File: src/rtl/keyboard_cursor_ctrl_if.sv
// Key handshake between the cursor controller (master) and the key consumer (slave).
interface keyboard_cursor_ctrl_if #(
    parameter int unsigned IDX_W = 5
) ();
    logic [IDX_W-1:0] key_index;
    logic             key_valid;
    logic             key_ack;

    modport master (output key_index, output key_valid, input key_ack);
    modport slave  (input key_index, input key_valid, output key_ack);
endinterface

File: src/rtl/keyboard_cursor_ctrl.sv
// On-screen keyboard navigator: cursor over a ROWS x COLS grid (short last row),
// edge-detected buttons with hold-to-repeat, select key with valid/ack handshake,
// and the QI/QRUN/QDONE one-hot session FSM.
module keyboard_cursor_ctrl #(
    parameter int unsigned ROWS          = 3,
    parameter int unsigned COLS          = 10,
    parameter int unsigned LAST_ROW_COLS = 8,
    parameter int unsigned WRAP          = 0,
    parameter int unsigned REPEAT_DELAY  = 25000000,
    parameter int unsigned REPEAT_PERIOD = 5000000,
    localparam int unsigned RW    = (ROWS > 1) ? $clog2(ROWS) : 1,
    localparam int unsigned CW    = (COLS > 1) ? $clog2(COLS) : 1,
    localparam int unsigned IDX_W = (ROWS * COLS > 1) ? $clog2(ROWS * COLS) : 1
) (
    input  logic                           Clk,
    input  logic                           reset,
    input  logic                           Start,
    input  logic                           Ack,
    input  logic                           done,
    input  logic                           U,
    input  logic                           D,
    input  logic                           L,
    input  logic                           R,
    input  logic                           C,
    output logic [RW-1:0]                  cursor_row,
    output logic [CW-1:0]                  cursor_col,
    output logic                           q_I,
    output logic                           q_Run,
    output logic                           q_Done,
    keyboard_cursor_ctrl_if.master         key_if
);

    typedef enum logic [2:0] {
        StI    = 3'b100,
        StRun  = 3'b010,
        StDone = 3'b001
    } state_e;

    localparam logic [RW-1:0] LastRow    = RW'(ROWS - 1);
    localparam logic [CW-1:0] ColMax     = CW'(COLS - 1);
    localparam logic [CW-1:0] LastColMax = CW'(LAST_ROW_COLS - 1);

    state_e           state_q, state_d;
    logic [RW-1:0]    row_q, row_d, mv_row;
    logic [CW-1:0]    col_q, col_d, row_end;
    logic [IDX_W-1:0] idx_q, idx_d;
    logic             valid_q, valid_d;
    logic [4:0]       btn, prev_q, ev;
    logic [3:0]       dir;
    logic [31:0]      cnt_q, cnt_d, limit;
    logic             rep_q, rep_d, rep_fire, held_same;

    // Button vector ordered by priority: U, D, L, R, C.
    assign btn       = {U, D, L, R, C};
    assign dir       = btn[4:1];
    assign held_same = $onehot(dir) && ((dir & prev_q[4:1]) == dir);
    assign limit     = rep_q ? 32'(REPEAT_PERIOD) : 32'(REPEAT_DELAY);
    assign row_end   = (row_q == LastRow) ? LastColMax : ColMax;
    assign ev        = (btn & ~prev_q) | {(rep_fire ? dir : 4'b0000), 1'b0};

    // Hold-to-repeat: first extra event after REPEAT_DELAY held cycles, then every REPEAT_PERIOD.
    always_comb begin
        cnt_d    = '0;
        rep_d    = 1'b0;
        rep_fire = 1'b0;
        if (state_q == StRun && held_same) begin
            if (cnt_q + 32'd1 >= limit) begin
                rep_fire = 1'b1;
                rep_d    = 1'b1;
            end else begin
                cnt_d = cnt_q + 32'd1;
                rep_d = rep_q;
            end
        end
    end

    // Session FSM, cursor movement and key select/handshake next-state.
    always_comb begin
        state_d = state_q;
        row_d   = row_q;
        col_d   = col_q;
        idx_d   = idx_q;
        valid_d = valid_q;
        mv_row  = row_q;
        if (valid_q && key_if.key_ack) begin
            valid_d = 1'b0;
        end
        case (state_q)
            StI: begin
                row_d = '0;
                col_d = '0;
                if (Start) state_d = StRun;
            end
            StRun: begin
                if (done) begin
                    state_d = StDone;
                end else if (ev[4] || ev[3]) begin
                    if (ev[4]) begin
                        if (row_q == '0) mv_row = (WRAP != 0) ? LastRow : row_q;
                        else             mv_row = row_q - 1'b1;
                    end else begin
                        if (row_q == LastRow) mv_row = (WRAP != 0) ? '0 : row_q;
                        else                  mv_row = row_q + 1'b1;
                    end
                    row_d = mv_row;
                    // Entering the short last row pulls the column inside it.
                    if (mv_row == LastRow && col_q > LastColMax) col_d = LastColMax;
                end else if (ev[2]) begin
                    if (col_q == '0) col_d = (WRAP != 0) ? row_end : col_q;
                    else             col_d = col_q - 1'b1;
                end else if (ev[1]) begin
                    if (col_q == row_end) col_d = (WRAP != 0) ? '0 : col_q;
                    else                  col_d = col_q + 1'b1;
                end else if (ev[0] && !valid_q) begin
                    idx_d   = IDX_W'(row_q) * IDX_W'(COLS) + IDX_W'(col_q);
                    valid_d = 1'b1;
                end
            end
            StDone: begin
                if (Ack) begin
                    state_d = StI;
                    row_d   = '0;
                    col_d   = '0;
                end
            end
            default: begin
                state_d = StI;
                row_d   = '0;
                col_d   = '0;
            end
        endcase
    end

    // State registers with synchronous active-high reset.
    always_ff @(posedge Clk) begin
        if (reset) begin
            state_q <= StI;
            row_q   <= '0;
            col_q   <= '0;
            idx_q   <= '0;
            valid_q <= 1'b0;
            prev_q  <= '0;
            cnt_q   <= '0;
            rep_q   <= 1'b0;
        end else begin
            state_q <= state_d;
            row_q   <= row_d;
            col_q   <= col_d;
            idx_q   <= idx_d;
            valid_q <= valid_d;
            prev_q  <= btn;
            cnt_q   <= cnt_d;
            rep_q   <= rep_d;
        end
    end

    assign cursor_row        = row_q;
    assign cursor_col        = col_q;
    assign q_I               = state_q[2];
    assign q_Run             = state_q[1];
    assign q_Done            = state_q[0];
    assign key_if.key_index  = idx_q;
    assign key_if.key_valid  = valid_q;

endmodule

File: src/flat_wrapper.sv
// flat-port wrapper written by rule: the top's interface ports become plain ports
module keyboard_cursor_ctrl_flat 
#(
    parameter int unsigned ROWS          = 3,
    parameter int unsigned COLS          = 10,
    parameter int unsigned LAST_ROW_COLS = 8,
    parameter int unsigned WRAP          = 0,
    parameter int unsigned REPEAT_DELAY  = 25000000,
    parameter int unsigned REPEAT_PERIOD = 5000000,
    localparam int unsigned RW    = (ROWS > 1) ? $clog2(ROWS) : 1,
    localparam int unsigned CW    = (COLS > 1) ? $clog2(COLS) : 1,
    localparam int unsigned IDX_W = (ROWS * COLS > 1) ? $clog2(ROWS * COLS) : 1
)
  (Clk, reset, Start, Ack, done, U, D, L, R, C, cursor_row, cursor_col, q_I, q_Run, q_Done, key_if_key_index, key_if_key_valid, key_if_key_ack);
  keyboard_cursor_ctrl_if #(.IDX_W(5)) key_if_i ();
  input  logic Clk;
  input  logic reset;
  input  logic Start;
  input  logic Ack;
  input  logic done;
  input  logic U;
  input  logic D;
  input  logic L;
  input  logic R;
  input  logic C;
  output logic [RW-1:0] cursor_row;
  output logic [CW-1:0] cursor_col;
  output logic q_I;
  output logic q_Run;
  output logic q_Done;
  output wire logic [$bits(key_if_i.key_index)-1:0] key_if_key_index;
  output wire logic [$bits(key_if_i.key_valid)-1:0] key_if_key_valid;
  input wire logic [$bits(key_if_i.key_ack)-1:0] key_if_key_ack;
  assign key_if_key_index = key_if_i.key_index;
  assign key_if_key_valid = key_if_i.key_valid;
  assign key_if_i.key_ack = key_if_key_ack;
  keyboard_cursor_ctrl #(.ROWS(ROWS), .COLS(COLS), .LAST_ROW_COLS(LAST_ROW_COLS), .WRAP(WRAP), .REPEAT_DELAY(REPEAT_DELAY), .REPEAT_PERIOD(REPEAT_PERIOD)) u_core (.Clk(Clk), .reset(reset), .Start(Start), .Ack(Ack), .done(done), .U(U), .D(D), .L(L), .R(R), .C(C), .cursor_row(cursor_row), .cursor_col(cursor_col), .q_I(q_I), .q_Run(q_Run), .q_Done(q_Done), .key_if(key_if_i));
endmodule
File: config.mk
export PLATFORM = sky130hd
export DESIGN_NAME = keyboard_cursor_ctrl_flat
export DESIGN_NICKNAME = d
export VERILOG_FILES = /design/src/rtl/keyboard_cursor_ctrl_if.sv /design/src/rtl/keyboard_cursor_ctrl.sv /design/src/flat_wrapper.sv
export SDC_FILE = /design/constraint.sdc
export NUM_CORES = 1
export LEC_CHECK = 0
export ABC_AREA = 1
export BUFFER_PORTS_ARGS = -buffer_cell sky130_fd_sc_hd__buf_2
export CAP_MARGIN = 20
export CORE_ASPECT_RATIO = 1.4
export CORE_MARGIN = 2
export CORE_UTILIZATION = 45
export DETAILED_ROUTE_END_ITERATION = 10
export SLEW_MARGIN = 20
export SYNTH_ARGS = -nofsm -noshare
export SYNTH_HDL_FRONTEND = slang
export SYNTH_SLANG_ARGS = --single-unit
File: constraint.sdc
create_clock -name Clk -period 5.1 [get_ports Clk]
set_input_delay 0.255 -clock Clk [delete_from_list [all_inputs] [get_ports Clk]]
set_output_delay 0.255 -clock Clk [all_outputs]
set_load 0.02 [all_outputs]
==> flow_summary.yaml, run 1 <==
synth:
  ys_seq_area_frac: 0.306
  ys_seq_elements: 53
  avgSynthCellArea_um2: 6.97
  ys_top_cells_by_area: "dfxtp_1 31%, nand2_1 12%, nor2_1 8.6%"
  synth_cell_type_count: 42
  synth_edf_count: 0
  synthesis.area_um2: 3470
  synth_top_area_frac: 0.306
  synthArstFlopShare: 0
  syn_inst: 497
  yosys.cell_count.top_type: "nand2_1"
  ys.flop_type: "dfxtp_1"
  yosysTopAreaCell: "dfxtp_1"
  synth_commonest_cells: "114 x nand2_1, 79 x nor2_1, 63 x inv_1, 53 x dfxtp_1, 34 x nand3_1"
  synth_warnings: 0
worst_setup_path:
  reg2reg_from: "u_core.cnt_q[0]"
  max_stage_delay_ns: 0.43
  rr_worst_depth: 28
  critPathArrivalTime_ns: 4.08
  cp_slowest_cell: "dfxtp_1"
  reg2reg_slack_ns: 1.24
  critPathKind: "flip-flop to flip-flop"
  startpoint_type: "flip-flop"
  worst_path_most_repeated_cell: "nand2_1"
  cp_max_fo: 8
  reg2reg_to: "u_core.cursor_col[3]"
  cp-end-kind: "flip-flop"
  required_ns: 5.31
min_path:
  hp-class: "input port to flip-flop"
  min_from: "C"
  min_to: "u_core.prev_q[0]"
  worstHoldPathCells: 3
timing:
  tns_ns: 0
  post-route-min-period_ns: 3.86
  setup_violations: 0
  skew_ns: 0.0128
  period_share: 0.758
  fmax_mhz: 259
  rsz0062_at_grt: "false"
  relSlewSlack: 0.537
  tightest_slew_ns: 0.690
  slew_violations: 0
  hold_violations: 0
drt:
  postRouteAntennaNets: 0
  drt_wl_total_um: 8190
  drcViolationCount: 0
  wl_per_cell_um: 13.0
  viasPerCell: 4.95
  vias: 3121
  drt_pass1_iterations: 4
  dr.first_iter.drc_count: 146
cells_and_area:
  fin_util: 0.515
  drive_gt1_frac: 0.154
  area_growth_pct: 10.1
  nets: 567
  final_cells: 630
  antenna_cells: 0
floorplanning:
  io_pins: 26
  start_util: 0.468
  die_h_um: 108
  fp.dieW_um: 78.2
  core_region_area_um2: 7410
  rows: 37
  fp.dieArea_um2: 8430
global_route:
  grt_max_degree: 26
  gr-total-overflow: 0
  groute.usage.overall: 0.209
  grt_pass1_vias: 3142
  grt_pass1_wl_um: 13900
  antenna_found_initial: 0
status:
  status: "completed"
pwr:
  ir_drop_mv: 0.152
  p_per_area_nw_per_um2: 216
  p_leak_nw: 1.87
  power_mw: 0.825
clocking:
  clkSlewWorstSetupHoldPaths_ns: 0.09
  clk_latency_ns: 0.32
  cts_tree: "built"
  cts_sinks: 53
  post_cts_buffers: 0
  cts_resized: 0
  cts_buffers: 5
  hold_buffers: 0
  ctsLongestPathBuffers: 2
  root_buffer: "clkbuf_8"
  htreeDepth: 2
placement:
  io_buffer_count: 25
  place_congestion: 0.877
  placedCellCount: 621
  post-dp-hpwl_um: 6620
job:
  maxCapViolations: 0
power breakdown:
part           internal [mW]  switching, mW  total, mW
Clock                 0.0983          0.146      0.244
Sequential             0.428         0.0170      0.445
Combinational         0.0502         0.0856      0.136
through the flow:
| stage | hold WS [ns] | cell area, um2 | setup slack [ns] |
|---|---|---|---|
| after detailed placement | 0.470 | 3720 | 1.31 |
| after floorplan | 0.375 | 3490 | 1.69 |
| after CTS | 0.148 | 3800 | 1.28 |
| after global placement | 0.465 | 3720 | 1.49 |
| final | 0.151 | 3820 | 1.24 |
| after global routing | 0.191 | 3820 | 0.841 |
worst max-delay path, delay by kind of cell (launching register included):
kind | cells | cell delay, ns
AOI/OAI and AO/OA | 3 | 0.49
xor gates and xnor gates | 1 | 0.19
adders and majority gates | 3 | 0.82
buffers and inverters | 2 | 0.12
DFF | 1 | 0.43
and+or+nand+nor | 19 | 1.69
state kept, by name, indices dropped and copies added, names as in the netlist:
signal and count:
u_core.key_if.key_index 5, u_core.key_if.key_valid 1, u_core.rep_q 1, u_core.cnt_q 32, u_core.cursor_col 4, u_core.prev_q 5, u_core.state_q 3, u_core.cursor_row 2
cells in the final DEF, fill, tap and decap left out, drive strengths merged, types with 2 or more instances in the layout:
master,synthesis,routed
or2,8,8
clkbuf,3,6
nand3,37,37
xnor2,5,5
nor2,91,91
and2,2,2
nor3,3,3
nand4,6,6
xor2,14,14
ha,21,21
nor4,3,3
nand2,127,127
fa,3,3
dfxtp,53,53
buf,1,26
a21oi,21,21
conb,1,7
a211oi,2,2
nand3b,5,5
inv,69,70
o21ai,18,18
cell families after synthesis:
family,count (synthesis),synth area share
AOI/OAI and AO/OA,44,0.0737
xor gates and xnor gates,19,0.0480
adders and majority gates,24,0.0931
buffers and inverters,73,0.0794
DFF,53,0.306
other,1,0.00108
and+or+nand+nor,283,0.399
layout make-up:
| type | count | area (um2) |
|---|---|---|
| multi-input cells | 377 | 2150 |
| well taps | 97 | 121 |
| clock buffers | 6 | 72.6 |
| fillers | 791 | 3590 |
| repair buffers | 26 | 136 |
| flip-flops and latches | 53 | 1060 |
| inverters | 69 | 259 |
| clock inverters | 2 | 13.8 |
routing by layer:
layer  global-route usage  part of all wire
met1                0.201              0.39
met2                0.422              0.55
met3               0.0268             0.019
met4                0.109             0.040
met5                    0                 0
worst max-delay path by stage:
| stage | endpoint | slack (ns) | from | cells past startpoint |
|---|---|---|---|---|
| 2_1_floorplan | u_core.cursor_col[3] | 1.69 | u_core.cnt_q[0] | 28 |
| 3_3_place_gp | u_core.cursor_col[3] | 1.49 | u_core.cnt_q[0] | 28 |
| 3_5_place_dp | u_core.cursor_col[3] | 1.31 | u_core.cnt_q[0] | 28 |
| 4_1_cts | u_core.cursor_col[3] | 1.28 | u_core.cnt_q[0] | 28 |
| 5_1_grt | u_core.cursor_col[3] | 0.84 | u_core.cnt_q[0] | 27 |
| 6_report | u_core.cursor_col[3] | 1.24 | u_core.cnt_q[0] | 28 |
(Power assumes the default switching activity.)
==> run 2: changes to the inputs <==
Clock period 5.1 ns to 3.6 ns, I/O delays scaled along.
==> flow_summary.yaml, run 2 (synthesized netlist as in run 1, its figures left out) <==
status:
  status: "completed"
worst_setup_path:
  reg2reg_from: "u_core.cnt_q[1]"
  startpoint_type: "flip-flop"
  critPathKind: "flip-flop to flip-flop"
  reg2reg_slack_ns: 0.24
  required_ns: 3.81
  rr_worst_depth: 28
  reg2reg_to: "u_core.cursor_col[3]"
  max_stage_delay_ns: 0.38
  cp_slowest_cell: "dfxtp_4"
  cp-end-kind: "flip-flop"
  critPathArrivalTime_ns: 3.57
  cp_max_fo: 4
  worst_path_most_repeated_cell: "nand2_1"
job:
  maxCapViolations: 0
drt:
  postRouteAntennaNets: 0
  drcViolationCount: 0
  drt_wl_total_um: 8370
  drt_pass1_iterations: 4
  dr.first_iter.drc_count: 120
  viasPerCell: 4.87
  vias: 3137
  wl_per_cell_um: 13.0
cells_and_area:
  final_common_cell: "nand2_1"
  area_growth_pct: 16.4
  regMostFlops: "u_core.cnt_q"
  drive_gt1_frac: 0.227
  mostFrequentLayoutCells: "111 x nand2_1, 72 x nor2_1, 63 x inv_1"
  antenna_cells: 0
  largest_reg_flops: 32
  nets: 581
timing:
  setup_violations: 0
  tightest_slew_ns: 0.508
  hold_slack_ns: 0.0926
  post-route-worst-setup-slack_ns: 0.237
  post-route-min-period_ns: 3.36
  hold_violations: 0
  slew_violations: 0
  period_share: 0.934
  skew_ns: 0.0108
  relSlewSlack: 0.658
  fmax_mhz: 297
clocking:
  clkSlewWorstSetupHoldPaths_ns: 0.10
  cts_buffers: 5
  clk_latency_ns: 0.31
  hold_buffers: 0
  htreeDepth: 2
  root_buffer: "clkbuf_8"
  ctsLongestPathBuffers: 2
  cts_tree: "built"
  cts_sinks: 53
pwr:
  p_per_area_nw_per_um2: 311
  p_leak_nw: 1.97
  ir_drop_mv: 0.248
  power_mw: 1.25
floorplanning:
  die_h_um: 108
  fp.dieW_um: 78.2
  fp.dieArea_um2: 8430
  io_pins: 26
  core_region_area_um2: 7410
  rows: 37
  start_util: 0.468
min_path:
  min_to: "u_core.prev_q[0]"
  hp-class: "input port to flip-flop"
  min_from: "C"
  worstHoldPathCells: 3
placement:
  place_congestion: 0.889
  io_buffer_count: 25
  post-dp-hpwl_um: 6650
  pre_cts_ws_ns: 0.0427
global_route:
  grt_max_degree: 26
  grt_pass1_wl_um: 13600
  groute.usage.overall: 0.204
  antenna_found_initial: 0
  grt_pass1_vias: 3036
  gr-total-overflow: 0
-- run 2: layout make-up --
cell class              count  area (um2)
fillers                   746        3370
multi-input cells         377        2220
flip-flops and latches     53        1080
inverters                  69         259
repair buffers             40         238
well taps                  97         121
clock buffers               6        72.6
clock inverters             2        38.8
-- run 2: per-stage QoR --
step / instance area, um2 / instances / setup TNS (ns) / utilization
floorplan: 3490 / 503 / 0 / -
global route: 4030 / 644 / -0.0253 / 0.544
detailed placement: 3790 / 631 / 0 / 0.512
finish: 4030 / 644 / 0 / 0.544
CTS: 3910 / 639 / 0 / 0.528
global placement: 3790 / 631 / 0 / 0.512
-- run 2: layer usage --
metal / part of all wire / track usage / vias to the layer above / routed length [um]
met5: 0 / 0 / - / 0
met1: 0.39 / 0.194 / 1415 / 3240
met4: 0.027 / 0.0827 / 0 / 227
met3: 0.021 / 0.0277 / 19 / 174
met2: 0.56 / 0.425 / 46 / 4730
li1: - / - / 1657 / -
-- run 2: worst max path at each step --
stage	from	to	slack, ns	cells past startpoint
after floorplan	u_core.cnt_q[0]	u_core.cursor_col[3]	0.19	28
after global placement	u_core.cnt_q[8]	u_core.cursor_col[3]	0.17	25
after detailed placement	u_core.cnt_q[8]	u_core.cursor_col[3]	0.04	25
after CTS	u_core.cnt_q[1]	u_core.cursor_col[3]	0.04	28
after global routing	u_core.cnt_q[1]	u_core.cursor_col[3]	-0.03	29
final	u_core.cnt_q[1]	u_core.cursor_col[3]	0.24	28
-- run 2: worst max-delay path: cells and delay by family, from the launching register on --
kind                     cells  cell delay, ns
AO/OA/AOI/OAI                3            0.45
XOR/XNOR                     1            0.18
adder cells (fa/ha/maj)      3            0.67
buffers and inverters        2            0.13
flip-flops                   1            0.38
AND/OR/NAND/NOR             19            1.44
-- run 2: power breakdown --
part	internal (mW)	switching (mW)	leakage, nW
combinational	0.0772	0.125	1.48
sequential	0.606	0.0269	0.439
clock	0.209	0.208	0.0554
-- run 2: what timing repair did --
item / 4_1_cts / 5_1_grt
setup endpoints to repair: 1 / 9
buffers inserted: 0 / 5
pin swaps: 0 / 9
resized for setup: 1 / 31
